**src/rtl/ppg_pkg.sv**
```systemverilog
// ppg_pkg: shared definitions for the PPG operation-phase sequencer.
// Holds the sequencer state encoding, the channel tags carried with each
// averaged sample, the AFE code widths, and the phase-order helper.
// Optional feature macro: PPG_AMBIENT_PHASE_EN (inserts the AMB phase after IR).
package ppg_pkg;

  localparam int DC_W  = 7;
  localparam int PGA_W = 4;

  localparam logic [DC_W-1:0] DC_COMP_RESET = 7'd64;

  typedef enum logic [1:0] {
    ST_IDLE = 2'd0,
    ST_RED  = 2'd1,
    ST_IR   = 2'd2,
    ST_AMB  = 2'd3
  } state_t;

  localparam logic [1:0] CH_RED = 2'd0;
  localparam logic [1:0] CH_IR  = 2'd1;
  localparam logic [1:0] CH_AMB = 2'd2;

  // Phase that follows the given one; AMB is only reachable with the feature.
  function automatic state_t next_phase(input state_t s);
    case (s)
      ST_RED:  next_phase = ST_IR;
`ifdef PPG_AMBIENT_PHASE_EN
      ST_IR:   next_phase = ST_AMB;
`else
      ST_IR:   next_phase = ST_RED;
`endif
      default: next_phase = ST_RED;
    endcase
  endfunction

  // Channel tag attached to a sample produced in the given phase.
  function automatic logic [1:0] ch_of(input state_t s);
    case (s)
      ST_RED:  ch_of = CH_RED;
      ST_IR:   ch_of = CH_IR;
      default: ch_of = CH_AMB;
    endcase
  endfunction

endpackage

```
**src/rtl/ppg_sample_avg.sv**
```systemverilog
// ppg_sample_avg: settle window and 4-sample accumulator for one LED phase.
// Ports:
//   CLK, rst  - system clock, asynchronous active-high reset
//   start     - high during the first cycle (cnt=0) of a phase; restarts the window
//   ADC       - ADC sample, valid every cycle
//   done      - high for one cycle (cnt=SETTLE+4) once four samples are summed
//   avg       - truncated average (sum>>2), meaningful while done is high
// No optional-feature macro is used in this file.
module ppg_sample_avg #(
  parameter int SETTLE = 4,
  parameter int ADC_W  = 8
) (
  input  logic             CLK,
  input  logic             rst,
  input  logic             start,
  input  logic [ADC_W-1:0] ADC,
  output logic             done,
  output logic [ADC_W-1:0] avg
);

  localparam int POS_W = $clog2(SETTLE + 5) + 1;
  localparam logic [POS_W-1:0] ACC_FIRST = POS_W'(SETTLE);
  localparam logic [POS_W-1:0] ACC_LAST  = POS_W'(SETTLE + 3);
  localparam logic [POS_W-1:0] DONE_POS  = POS_W'(SETTLE + 4);

  logic [POS_W-1:0] pos_q, pos_d;
  logic             active_q, active_d;
  logic [ADC_W+1:0] sum_q, sum_d;

  // pos_q tracks the phase counter from the cycle after start, so the
  // sample taken while pos_q is in ACC_FIRST..ACC_LAST is the one for cnt=SETTLE..SETTLE+3.
  always_comb begin
    pos_d    = pos_q;
    active_d = active_q;
    sum_d    = sum_q;
    if (start) begin
      pos_d    = POS_W'(1);
      active_d = 1'b1;
      sum_d    = '0;
    end else if (active_q) begin
      if (pos_q >= ACC_FIRST && pos_q <= ACC_LAST) begin
        sum_d = sum_q + {2'b00, ADC};
      end
      if (pos_q == DONE_POS) begin
        active_d = 1'b0;
      end else begin
        pos_d = pos_q + POS_W'(1);
      end
    end
  end

  always_ff @(posedge CLK or posedge rst) begin
    if (rst) begin
      pos_q    <= '0;
      active_q <= 1'b0;
      sum_q    <= '0;
    end else begin
      pos_q    <= pos_d;
      active_q <= active_d;
      sum_q    <= sum_d;
    end
  end

  assign done = active_q && (pos_q == DONE_POS);
  assign avg  = sum_q[ADC_W+1:2];

endmodule

```
**src/rtl/ppg_phase_sequencer.sv**
```systemverilog
// ppg_phase_sequencer: time-multiplexes the RED and IR LEDs of the PPG front
// end, drives the per-channel DC compensation / PGA gain, averages four ADC
// samples per phase after a settle window, and hands each result downstream
// through a one-entry valid/ready output register with a sticky overrun flag.
// Ports:
//   CLK, rst                  - clock, asynchronous active-high reset
//   enable                    - run sequencing; low returns to IDLE
//   cfg_load, cfg_*           - request new RED/IR DC and PGA settings
//   ADC                       - ADC sample input
//   LED_RED, LED_IR           - LED enables (never high together)
//   DC_Comp, PGA_Gain         - AFE settings for the current phase
//   sample_data/ch/valid/ready- averaged-sample output handshake
//   overrun, overrun_clr      - sticky dropped-sample flag and its clear
//   busy                      - high when not in IDLE
// Optional feature macro: PPG_AMBIENT_PHASE_EN adds an LED-off AMB phase after IR.
module ppg_phase_sequencer
  import ppg_pkg::*;
#(
  parameter int PHASE_LEN = 10,
  parameter int SETTLE    = 4,
  parameter int ADC_W     = 8
) (
  input  logic             CLK,
  input  logic             rst,
  input  logic             enable,
  input  logic             cfg_load,
  input  logic [DC_W-1:0]  cfg_red_dc,
  input  logic [PGA_W-1:0] cfg_red_pga,
  input  logic [DC_W-1:0]  cfg_ir_dc,
  input  logic [PGA_W-1:0] cfg_ir_pga,
  input  logic [ADC_W-1:0] ADC,
  output logic             LED_RED,
  output logic             LED_IR,
  output logic [DC_W-1:0]  DC_Comp,
  output logic [PGA_W-1:0] PGA_Gain,
  output logic [ADC_W-1:0] sample_data,
  output logic [1:0]       sample_ch,
  output logic             sample_valid,
  input  logic             sample_ready,
  output logic             overrun,
  input  logic             overrun_clr,
  output logic             busy
);

  localparam int CNT_W = $clog2(PHASE_LEN);
  localparam logic [CNT_W-1:0] LAST = CNT_W'(PHASE_LEN - 1);

  state_t           state_q, state_d;
  logic [CNT_W-1:0] cnt_q, cnt_d;
  logic             led_red_q, led_red_d, led_ir_q, led_ir_d;
  logic [DC_W-1:0]  dc_q, dc_d, red_dc_q, red_dc_d, ir_dc_q, ir_dc_d;
  logic [PGA_W-1:0] pga_q, pga_d, red_pga_q, red_pga_d, ir_pga_q, ir_pga_d;
  logic             pend_cfg_q, pend_cfg_d;
  logic [ADC_W-1:0] data_q, data_d;
  logic [1:0]       ch_q, ch_d;
  logic             valid_q, valid_d, overrun_q, overrun_d;

  logic             avg_start, avg_done;
  logic [ADC_W-1:0] avg_val;
  logic             phase_entry, red_entry, cfg_apply;
  logic             xfer, new_sample;

  // Phase sequencing: enable low always wins and parks the FSM in IDLE.
  always_comb begin
    state_d = state_q;
    cnt_d   = cnt_q;
    if (state_q == ST_IDLE) begin
      if (enable) begin
        state_d = ST_RED;
        cnt_d   = '0;
      end
    end else if (!enable) begin
      state_d = ST_IDLE;
      cnt_d   = '0;
    end else if (cnt_q == LAST) begin
      state_d = next_phase(state_q);
      cnt_d   = '0;
    end else begin
      cnt_d = cnt_q + CNT_W'(1);
    end
  end

  // cnt_d is only zero in an active state on the edge that enters a phase.
  assign phase_entry = (state_d != ST_IDLE) && (cnt_d == '0);
  assign red_entry   = phase_entry && (state_d == ST_RED);
  assign cfg_apply   = (pend_cfg_q || cfg_load) && ((state_q == ST_IDLE) || red_entry);

  // Sample averaging restarts on the first cycle of every active phase.
  assign avg_start  = (state_q != ST_IDLE) && (cnt_q == '0);
  assign new_sample = avg_done && (state_q != ST_IDLE) && enable;
  assign xfer       = valid_q && sample_ready;

  // Shadow config, AFE outputs and the output register.
  always_comb begin
    red_dc_d   = red_dc_q;
    red_pga_d  = red_pga_q;
    ir_dc_d    = ir_dc_q;
    ir_pga_d   = ir_pga_q;
    pend_cfg_d = pend_cfg_q || cfg_load;
    dc_d       = dc_q;
    pga_d      = pga_q;
    data_d     = data_q;
    ch_d       = ch_q;
    valid_d    = valid_q;
    overrun_d  = overrun_q;

    if (cfg_apply) begin
      red_dc_d   = cfg_red_dc;
      red_pga_d  = cfg_red_pga;
      ir_dc_d    = cfg_ir_dc;
      ir_pga_d   = cfg_ir_pga;
      pend_cfg_d = 1'b0;
    end

    // Break-before-make: the last cycle of every phase has both LEDs dark.
    led_red_d = (state_d == ST_RED) && (cnt_d != LAST);
    led_ir_d  = (state_d == ST_IR)  && (cnt_d != LAST);

    // AMB reuses the IR settings so the ambient reading matches the IR path.
    if (phase_entry) begin
      if (state_d == ST_RED) begin
        dc_d  = red_dc_d;
        pga_d = red_pga_d;
      end else begin
        dc_d  = ir_dc_d;
        pga_d = ir_pga_d;
      end
    end

    if (xfer) begin
      valid_d = 1'b0;
    end
    if (overrun_clr) begin
      overrun_d = 1'b0;
    end
    // A new result only replaces the held one if it is leaving this cycle.
    if (new_sample) begin
      if (!valid_q || xfer) begin
        data_d  = avg_val;
        ch_d    = ch_of(state_q);
        valid_d = 1'b1;
      end else begin
        overrun_d = 1'b1;
      end
    end
  end

  always_ff @(posedge CLK or posedge rst) begin
    if (rst) begin
      state_q    <= ST_IDLE;
      cnt_q      <= '0;
      led_red_q  <= 1'b0;
      led_ir_q   <= 1'b0;
      dc_q       <= DC_COMP_RESET;
      pga_q      <= '0;
      red_dc_q   <= DC_COMP_RESET;
      red_pga_q  <= '0;
      ir_dc_q    <= DC_COMP_RESET;
      ir_pga_q   <= '0;
      pend_cfg_q <= 1'b0;
      data_q     <= '0;
      ch_q       <= CH_RED;
      valid_q    <= 1'b0;
      overrun_q  <= 1'b0;
    end else begin
      state_q    <= state_d;
      cnt_q      <= cnt_d;
      led_red_q  <= led_red_d;
      led_ir_q   <= led_ir_d;
      dc_q       <= dc_d;
      pga_q      <= pga_d;
      red_dc_q   <= red_dc_d;
      red_pga_q  <= red_pga_d;
      ir_dc_q    <= ir_dc_d;
      ir_pga_q   <= ir_pga_d;
      pend_cfg_q <= pend_cfg_d;
      data_q     <= data_d;
      ch_q       <= ch_d;
      valid_q    <= valid_d;
      overrun_q  <= overrun_d;
    end
  end

  ppg_sample_avg #(
    .SETTLE (SETTLE),
    .ADC_W  (ADC_W)
  ) u_avg (
    .CLK   (CLK),
    .rst   (rst),
    .start (avg_start),
    .ADC   (ADC),
    .done  (avg_done),
    .avg   (avg_val)
  );

  assign LED_RED      = led_red_q;
  assign LED_IR       = led_ir_q;
  assign DC_Comp      = dc_q;
  assign PGA_Gain     = pga_q;
  assign sample_data  = data_q;
  assign sample_ch    = ch_q;
  assign sample_valid = valid_q;
  assign overrun      = overrun_q;
  assign busy         = (state_q != ST_IDLE);

endmodule

```
**config.mk**
```make
export PLATFORM = sky130hd
export DESIGN_NAME = ppg_phase_sequencer
export DESIGN_NICKNAME = d
export VERILOG_FILES = /design/src/rtl/ppg_pkg.sv /design/src/rtl/ppg_sample_avg.sv /design/src/rtl/ppg_phase_sequencer.sv
export SDC_FILE = /design/constraint.sdc
export NUM_CORES = 1
export LEC_CHECK = 0
export ABC_AREA = 1
export BUFFER_PORTS_ARGS = -buffer_cell sky130_fd_sc_hd__buf_2
export CAP_MARGIN = 20
export CORE_ASPECT_RATIO = 0.9
export CORE_MARGIN = 3
export CORE_UTILIZATION = 45
export CTS_CLUSTER_SIZE = 8
export DETAILED_ROUTE_END_ITERATION = 8
export PLACE_DENSITY = 0.66
export SLEW_MARGIN = 0
export SYNTH_ARGS = -nofsm -noshare
export SYNTH_HDL_FRONTEND = slang
export SYNTH_HIERARCHICAL = 1
export SYNTH_SLANG_ARGS = --single-unit
```
**constraint.sdc**
```tcl
create_clock -name CLK -period 2.1 [get_ports CLK]
set_clock_uncertainty 0.15 [all_clocks]
set_input_delay 0.42 -clock CLK [delete_from_list [all_inputs] [get_ports CLK]]
set_output_delay 0.42 -clock CLK [all_outputs]
set_load 0.02 [all_outputs]
```
==> metrics.csv, run 1 <==
stage,metric,value,unit
global_route,Top Usage Layer GRT,met2,
yosys,sequential cell area fraction in the yosys report,0.475,
detailed_routing,via count,3219,
min_path,Hold Path Class,input pin to flip-flop,
yosys,largest family of logic cells by synthesized area,simple AND/OR/NAND/NOR gates,
setup_path,FF-to-FF End,PGA_Gain[3],
final_layout,area growth from synthesis to layout,31.3,%
clock_network,CTS buffer count,9,
final_layout,register area,1760,um^2
global_route,number of global-route vias before repair,3097,
floorplan,Die ar.,9340,um^2
global_route,pin count of the biggest net entering global routing,24,
global_route,All-Layer GR Usage,0.192,
timing,Tightest Pin Transition,886,ps
yosys,Syn. warnings,6,
detailed_routing,first-pass iteration count of the detailed router,4,
status,status,finished with violations,
setup_path,Worst setup EP type,flip-flop,
pwr,VDD IR-drop max,563,uV
setup_path,Setup CP Type,flip-flop to flip-flop,
clock_network,clk buf depth,2,
yosys,Synth Register Bits,70,
detailed_routing,vias per cell,5.11,
final_layout,share of layout cells above drive strength 1,0.378,
timing,final setup margin,-156,ps
placed_design,dpl hpwl,6240,um
final_layout,Final #Nets,582,
final_layout,area of the multi-input gates,1940,um^2
yosys,Adder-Cell Fraction of Synth Area,0.0596,
yosys,Mapped Cells,432,
floorplan,core area,7770,um^2
timing,Fin Setup TNS,-1840,ps
yosys,ys async rst share,1.00,
pwr,Static Leak,2.67,nW
clock_network,clk root buf,clkbuf_8,
detailed_routing,wire per inst,14.2,um
timing,Final Hold Fails,0,
global_route,M1 GR Usage,0.256,
yosys,Synth area leader,dfrtp_1,
yosys,"Primary FF master, synth",dfrtp_1,
placed_design,# port buffers,61,
yosys,Synth Area in Compound Gates,0.0454,
yosys,largest cells by area after synthesis,"dfrtp_1, nand2_1, nand3_1, ha_1, inv_1",
detailed_routing,DRC Markers,0,
timing,final worst path period share,1.07,
run,maxcap violations,0,
timing,f_max,0.443,GHz
yosys,Synth Net Count,485,
timing,Max Slew Vio Count,0,
yosys,Post-Synth Simple-Gate Area,0.300,
yosys,"EDFF count, synth",0,
final_layout,most frequent cells in the layout,"nand2_1, nand3_1, dfrtp_1",
final_layout,finished layout cell area,4850,um^2
global_route,grt total ovfl,0,
clock_network,CTS sink count,70,
pwr,Pwr Density,1470,nW/um^2
clock_network,"Reg clk slew, reported paths",70,ps
timing,RSZ-0062 raised after global routing,yes,
global_route,first-pass GRT wire length,14200,um
setup_path,R2R cell count,15,
status,violated checks,setup timing,
setup_path,WP data arrival,2390,ps
detailed_routing,ANT nets after route,0,
floorplan,DIE WIDTH,102,um
final_layout,Layout fillers,643,
yosys,Post-Synth XOR/XNOR Area,0.0142,
setup_path,Critical Path End,PGA_Gain[3],
setup_path,Crit Path Max Fanout,5,
floorplan,Initial Util,0.476,
setup_path,worst setup path startpoint,cnt_q[1],
yosys,library cells used by synthesis,36,
setup_path,Worst setup SP type,flip-flop,
floorplan,row count,30,
final_layout,"commonest non-fill, non-tap cell in the layout",nand2_1,
global_route,GR met3 Demand/Resource,0.0426,
placed_design,dpl cell area,4290,um^2
timing,final critical-path required period,2260,ps
setup_path,Worst Path Required,2230,ps
yosys,mux contribution to synthesized area,0.0274,
setup_path,reg2reg start,cnt_q[1],
placed_design,global placement routability congestion,0.838,
global_route,met2 GRT Util,0.308,
clock_network,TritonCTS clock tree,yes,
timing,final setup fails,17,
detailed_routing,1st-iter DRT viols,159,
final_layout,Antenna diodes,0,
clock_network,worst-skew pair later-pin latency,340,ps
yosys,Yosys top cell area share,0.454,
global_route,initial antenna violation count,0,
yosys,Synth Cell Area,3690,um^2
timing,Relative slew margins,0.408,
detailed_routing,final wirelength,8940,um
setup_path,R2R setup slack,-160,ps
floorplan,Die Span Y,92.0,um
clock_network,H-tree levels,3,
floorplan,num ports,62,
yosys,Avg Inst Size Synth,8.55,um^2
per-layer routing:
layer / share of wire / up-vias / wire, um
li1: - / 1596 / -
met5: 0 / - / 0
met3: 0.047 / 14 / 420
met4: 0.015 / 0 / 130
met2: 0.49 / 75 / 4350
met1: 0.45 / 1534 / 4030
worst max-delay path, stage by stage, from the launching register on:
cell     delay, ps
dfrtp_1        400
inv_2          110
ha_4           150
nand2_2         60
nor2_4         120
nand2_1         80
nand3_1         80
nand2_1        120
nor2_4         110
nand3_2         80
nand2_4        140
buf_4          170
nand3_1        140
nand3_1        160
nand3_1         80
nand2_1         70
cell families (layout without fill, tap and decap cells):
| family | after synthesis | count (layout) |
|---|---|---|
| buffers and inverters | 62 | 161 |
| XOR/XNOR | 6 | 6 |
| AO/OA/AOI/OAI | 27 | 27 |
| multiplexers | 9 | 9 |
| adder cells (fa/ha/maj) | 17 | 17 |
| AND/OR/NAND/NOR | 241 | 244 |
| flip-flops | 70 | 70 |
synth_stat cells (4+ instances only):
| master | instances |
|---|---|
| o21ai_0 | 7 |
| inv_2 | 6 |
| nand2_1 | 117 |
| nor2_1 | 24 |
| mux2_2 | 9 |
| a21oi_1 | 6 |
| nand3_1 | 74 |
| nand4_1 | 4 |
| nand2_2 | 9 |
| inv_1 | 37 |
| ha_1 | 16 |
| buf_4 | 10 |
| o21ai_2 | 4 |
| buf_2 | 4 |
| dfrtp_1 | 67 |
worst min-delay path by stage:
stage	from	to	slack, ps	cells after the start
after detailed placement	ir_dc_q[3]	ir_dc_q[3]	310	2
after floorplan	rst	u_avg/active_q	180	1
final	overrun_clr	overrun	110	2
after global placement	ir_dc_q[1]	ir_dc_q[1]	300	2
after global routing	overrun_clr	overrun	100	2
after CTS	overrun_clr	overrun	100	2
flip-flops by register name, indices dropped and copies added, names as in the netlist, 2 cells and up:
signal       flops
sample_ch        2
ir_pga_q         4
red_pga_q        4
cnt_q            4
red_dc_q         7
ir_dc_q          7
PGA_Gain         4
u_avg/pos_q      5
DC_Comp          7
u_avg/sum_q     10
state_q          2
sample_data      8
power by group:
part | leakage (nW) | switching [mW] | internal (mW)
sequential | 0.893 | 0.350 | 1.87
combinational | 1.68 | 2.32 | 1.62
clock | 0.0966 | 0.521 | 0.466
total | 2.67 | 3.19 | 3.96
area by class of cell:
type                            count  area share
Multi-Input combinational cell    303       0.399
Sequential cell                    70       0.362
Timing Repair Buffer              102       0.143
Inverter                           43      0.0338
Clock buffer                       10      0.0284
Tap cell                           96      0.0248
Clock inverter                      6     0.00928
timing repair:
item,CTS,global route
gates cloned,0,3
endpoints found under the hold margin,16,0
gates resized for setup,11,56
hold buffers,1,0
pin swaps,0,12
buffers inserted,0,5
setup endpoints to repair,30,35
per-stage QoR:
step                      hold slack (ps)  setup WS, ps  instances  power, mW   util
after detailed placement              308          -204        605       5.33  0.552
after CTS                            96.1         -88.4        622       6.43  0.582
after global routing                 95.1          -323        630       7.73  0.624
final                                 109          -156        630       7.15  0.624
after floorplan                       184          14.9        432       4.37      -
after global placement                302          -127        605       5.24  0.552
Note: power is estimated with default switching activity, not from simulation.
==> run 2: changes to the inputs <==
- BUFFER_PORTS_ARGS: -buffer_cell sky130_fd_sc_hd__buf_2 -> default
- DONT_BUFFER_PORTS: default -> 1
- PLACE_DENSITY: 0.66 -> 0.59
==> metrics.csv, run 2 (synthesis gave the netlist of run 1 again) <==
stage,metric,value,unit,change
setup_path,Worst setup EP type,flip-flop,,unchanged
clock_network,CTS buffer count,9,,unchanged
setup_path,reg2reg start,cnt_q[1],,unchanged
final_layout,Antenna diodes,0,,unchanged
timing,final setup margin,-284,ps,was -156 ps
final_layout,most frequent cells in the layout,"nand2_1, dfrtp_1, buf_4",,"was nand2_1, nand3_1, dfrtp_1"
setup_path,WP data arrival,2470,ps,was 2390 ps
placed_design,dpl cell area,4050,um^2,was 4290 um^2
placed_design,pre-CTS setup slack,-211,ps,was -204 ps
global_route,All-Layer GR Usage,0.212,,was 0.192
pwr,VDD IR-drop max,752,uV,was 563 uV
final_layout,"commonest non-fill, non-tap cell in the layout",nand2_1,,unchanged
detailed_routing,final wirelength,9700,um,was 8940 um
setup_path,Crit Path Max Fanout,5,,unchanged
final_layout,area growth from synthesis to layout,34.6,%,was 31.3%
final_layout,share of layout cells above drive strength 1,0.393,,was 0.378
floorplan,row count,30,,unchanged
setup_path,Worst setup SP type,flip-flop,,unchanged
clock_network,"Reg clk slew, reported paths",80,ps,was 70 ps
clock_network,TritonCTS clock tree,yes,,unchanged
setup_path,FF-to-FF End,DC_Comp[4],,was PGA_Gain[3]
floorplan,Die Span Y,92.0,um,unchanged
final_layout,"Most flops, register",u_avg/sum_q,,unchanged
status,violated checks,setup timing,,unchanged
pwr,Tot Pwr,7.83,mW,was 7.15 mW
timing,final critical-path required period,2380,ps,was 2260 ps
detailed_routing,first-pass iteration count of the detailed router,4,,unchanged
placed_design,# port buffers,0,,was 61
setup_path,CP max-delay cell,dfrtp_1,,unchanged
setup_path,R2R setup slack,-280,ps,was -160 ps
final_layout,Final #Nets,549,,was 582
min_path,Worst Min Path Start,overrun_clr,,unchanged
clock_network,clk buf depth,2,,unchanged
pwr,Static Leak,2.59,nW,was 2.67 nW
timing,Fin Setup TNS,-6200,ps,was -1840 ps
final_layout,finished layout cell area,4970,um^2,was 4850 um^2
timing,Final Hold Fails,0,,unchanged
clock_network,clk root buf,clkbuf_8,,unchanged
floorplan,Die ar.,9340,um^2,unchanged
setup_path,slowest cell delay on critical path,390,ps,was 400 ps
detailed_routing,ANT nets after route,0,,unchanged
placed_design,global placement routability congestion,0.826,,was 0.838
timing,Tightest Pin Transition,956,ps,was 886 ps
global_route,grt total ovfl,0,,unchanged
detailed_routing,wire per inst,16.2,um,was 14.2 um
detailed_routing,vias per cell,5.29,,was 5.11
final_layout,Layout fillers,623,,was 643
floorplan,DIE WIDTH,102,um,unchanged
floorplan,Initial Util,0.476,,unchanged
run,maxcap violations,0,,unchanged
final_layout,max FFs per register,10,,unchanged
setup_path,worst-path cell chain,inv_2 > ha_4 > nand2_4 > nor2_4 > nor2_2 > nor2_2 > nand2_2 > nor2_4 > nand3_4 > nand2_8 > buf_12 > nand2_8 > nand2_2 > nand3_1 > nand3_2 > nand2_1,,was inv_2 > ha_4 > nand2_2 > nor2_4 > nand2_1 > nand3_1 > nand2_1 > nor2_4 > nand3_2 > nand2_4 > buf_4 > nand3_1 > nand3_1 > nand3_1 > nand2_1
floorplan,core area,7770,um^2,unchanged
detailed_routing,via count,3158,,was 3219
setup_path,Bufs and invs on worst path,2,,unchanged
timing,Max Slew Vio Count,0,,unchanged
pwr,Pwr Density,1580,nW/um^2,was 1470 nW/um^2
setup_path,Worst Path Required,2180,ps,was 2230 ps
min_path,Worst Hold Depth,1,,was 2
global_route,first-pass GRT wire length,15500,um,was 14200 um
global_route,pin count of the biggest net entering global routing,22,,was 24
detailed_routing,1st-iter DRT viols,140,,was 159
global_route,number of global-route vias before repair,3159,,was 3097
clock_network,H-tree levels,3,,unchanged
clock_network,worst-skew pair later-pin latency,330,ps,was 340 ps
setup_path,R2R cell count,16,,was 15
timing,Relative slew margins,0.361,,was 0.408
min_path,Hold Path Class,input pin to flip-flop,,unchanged
clock_network,CTS sink count,70,,unchanged
global_route,initial antenna violation count,0,,unchanged
min_path,Worst Hold Path EP,overrun,,unchanged
timing,RSZ-0062 raised after global routing,yes,,unchanged
floorplan,num ports,62,,unchanged
timing,f_max,0.419,GHz,was 0.443 GHz
detailed_routing,DRC Markers,0,,unchanged
setup_path,Setup CP Type,flip-flop to flip-flop,,unchanged
timing,final setup fails,34,,was 17
timing,final worst path period share,1.14,,was 1.07
status,status,finished with violations,,unchanged
placed_design,dpl hpwl,6180,um,was 6240 um
setup_path,"Largest delay share family, worst path",simple AND/OR/NAND/NOR gates,,unchanged
run 2: changes by cell type in the layout (fill, tap and decap cells not counted), moves of 3 or more:
cell	delta
nand3_2	+21
nand3_1	-25
buf_2	-61
nor2_1	-3
buf_4	+20
buf_6	+7
nand3_4	+4
clkbuf_1	+3
run 2: stage by stage:
step                 util  hold WS, ps  cells
finish              0.640         33.7    597
global route        0.640         17.2    597
CTS                 0.599         19.4    587
detailed placement  0.521          181    554
global placement    0.521          184    554
floorplan               -          184    432
run 2: cell type report:
class | count | area [um^2] | share of cell area
clock buffers | 12 | 135 | 0.0272
clock inverters | 4 | 23.8 | 0.00478
inverters | 43 | 168 | 0.0337
multi-input cells | 303 | 2120 | 0.426
flip-flops and latches | 70 | 1760 | 0.353
well taps | 96 | 120 | 0.0242
repair buffers | 69 | 649 | 0.131
run 2: layer usage:
metal / GRT usage / up-vias / share of wire
met1: 0.296 / 1537 / 0.46
met5: 0 / - / 0
li1: - / 1530 / -
met3: 0.0586 / 10 / 0.056
met2: 0.323 / 81 / 0.47
met4: 0.0565 / 0 / 0.011
run 2: worst max path at each step:
stage	start	endpoint	slack, ps	cells past startpoint
after floorplan	cnt_q[1]	PGA_Gain[3]	10	16
after global placement	cnt_q[0]	PGA_Gain[3]	-130	14
after detailed placement	cnt_q[1]	PGA_Gain[3]	-210	15
after CTS	state_q[0]	DC_Comp[1]	-130	16
after global routing	cnt_q[1]	PGA_Gain[3]	-400	16
final	cnt_q[1]	DC_Comp[4]	-280	16
run 2: repair_timing:
item / 4_1_cts / 5_1_grt
buffers inserted: 11 / 12
setup endpoints to repair: 33 / 37
gates resized for setup: 57 / 55
pin swaps: 9 / 34
gates cloned: 5 / 1
hold buffers: 1 / 0
hold endpoints to repair: 32 / 0
run 2: where the power goes:
group | switching [mW] | leakage, nW | internal, mW | total, mW
clock | 0.496 | 0.0841 | 0.426 | 0.922
sequential | 0.549 | 0.893 | 1.87 | 2.42
combinational | 2.45 | 1.61 | 2.05 | 4.49
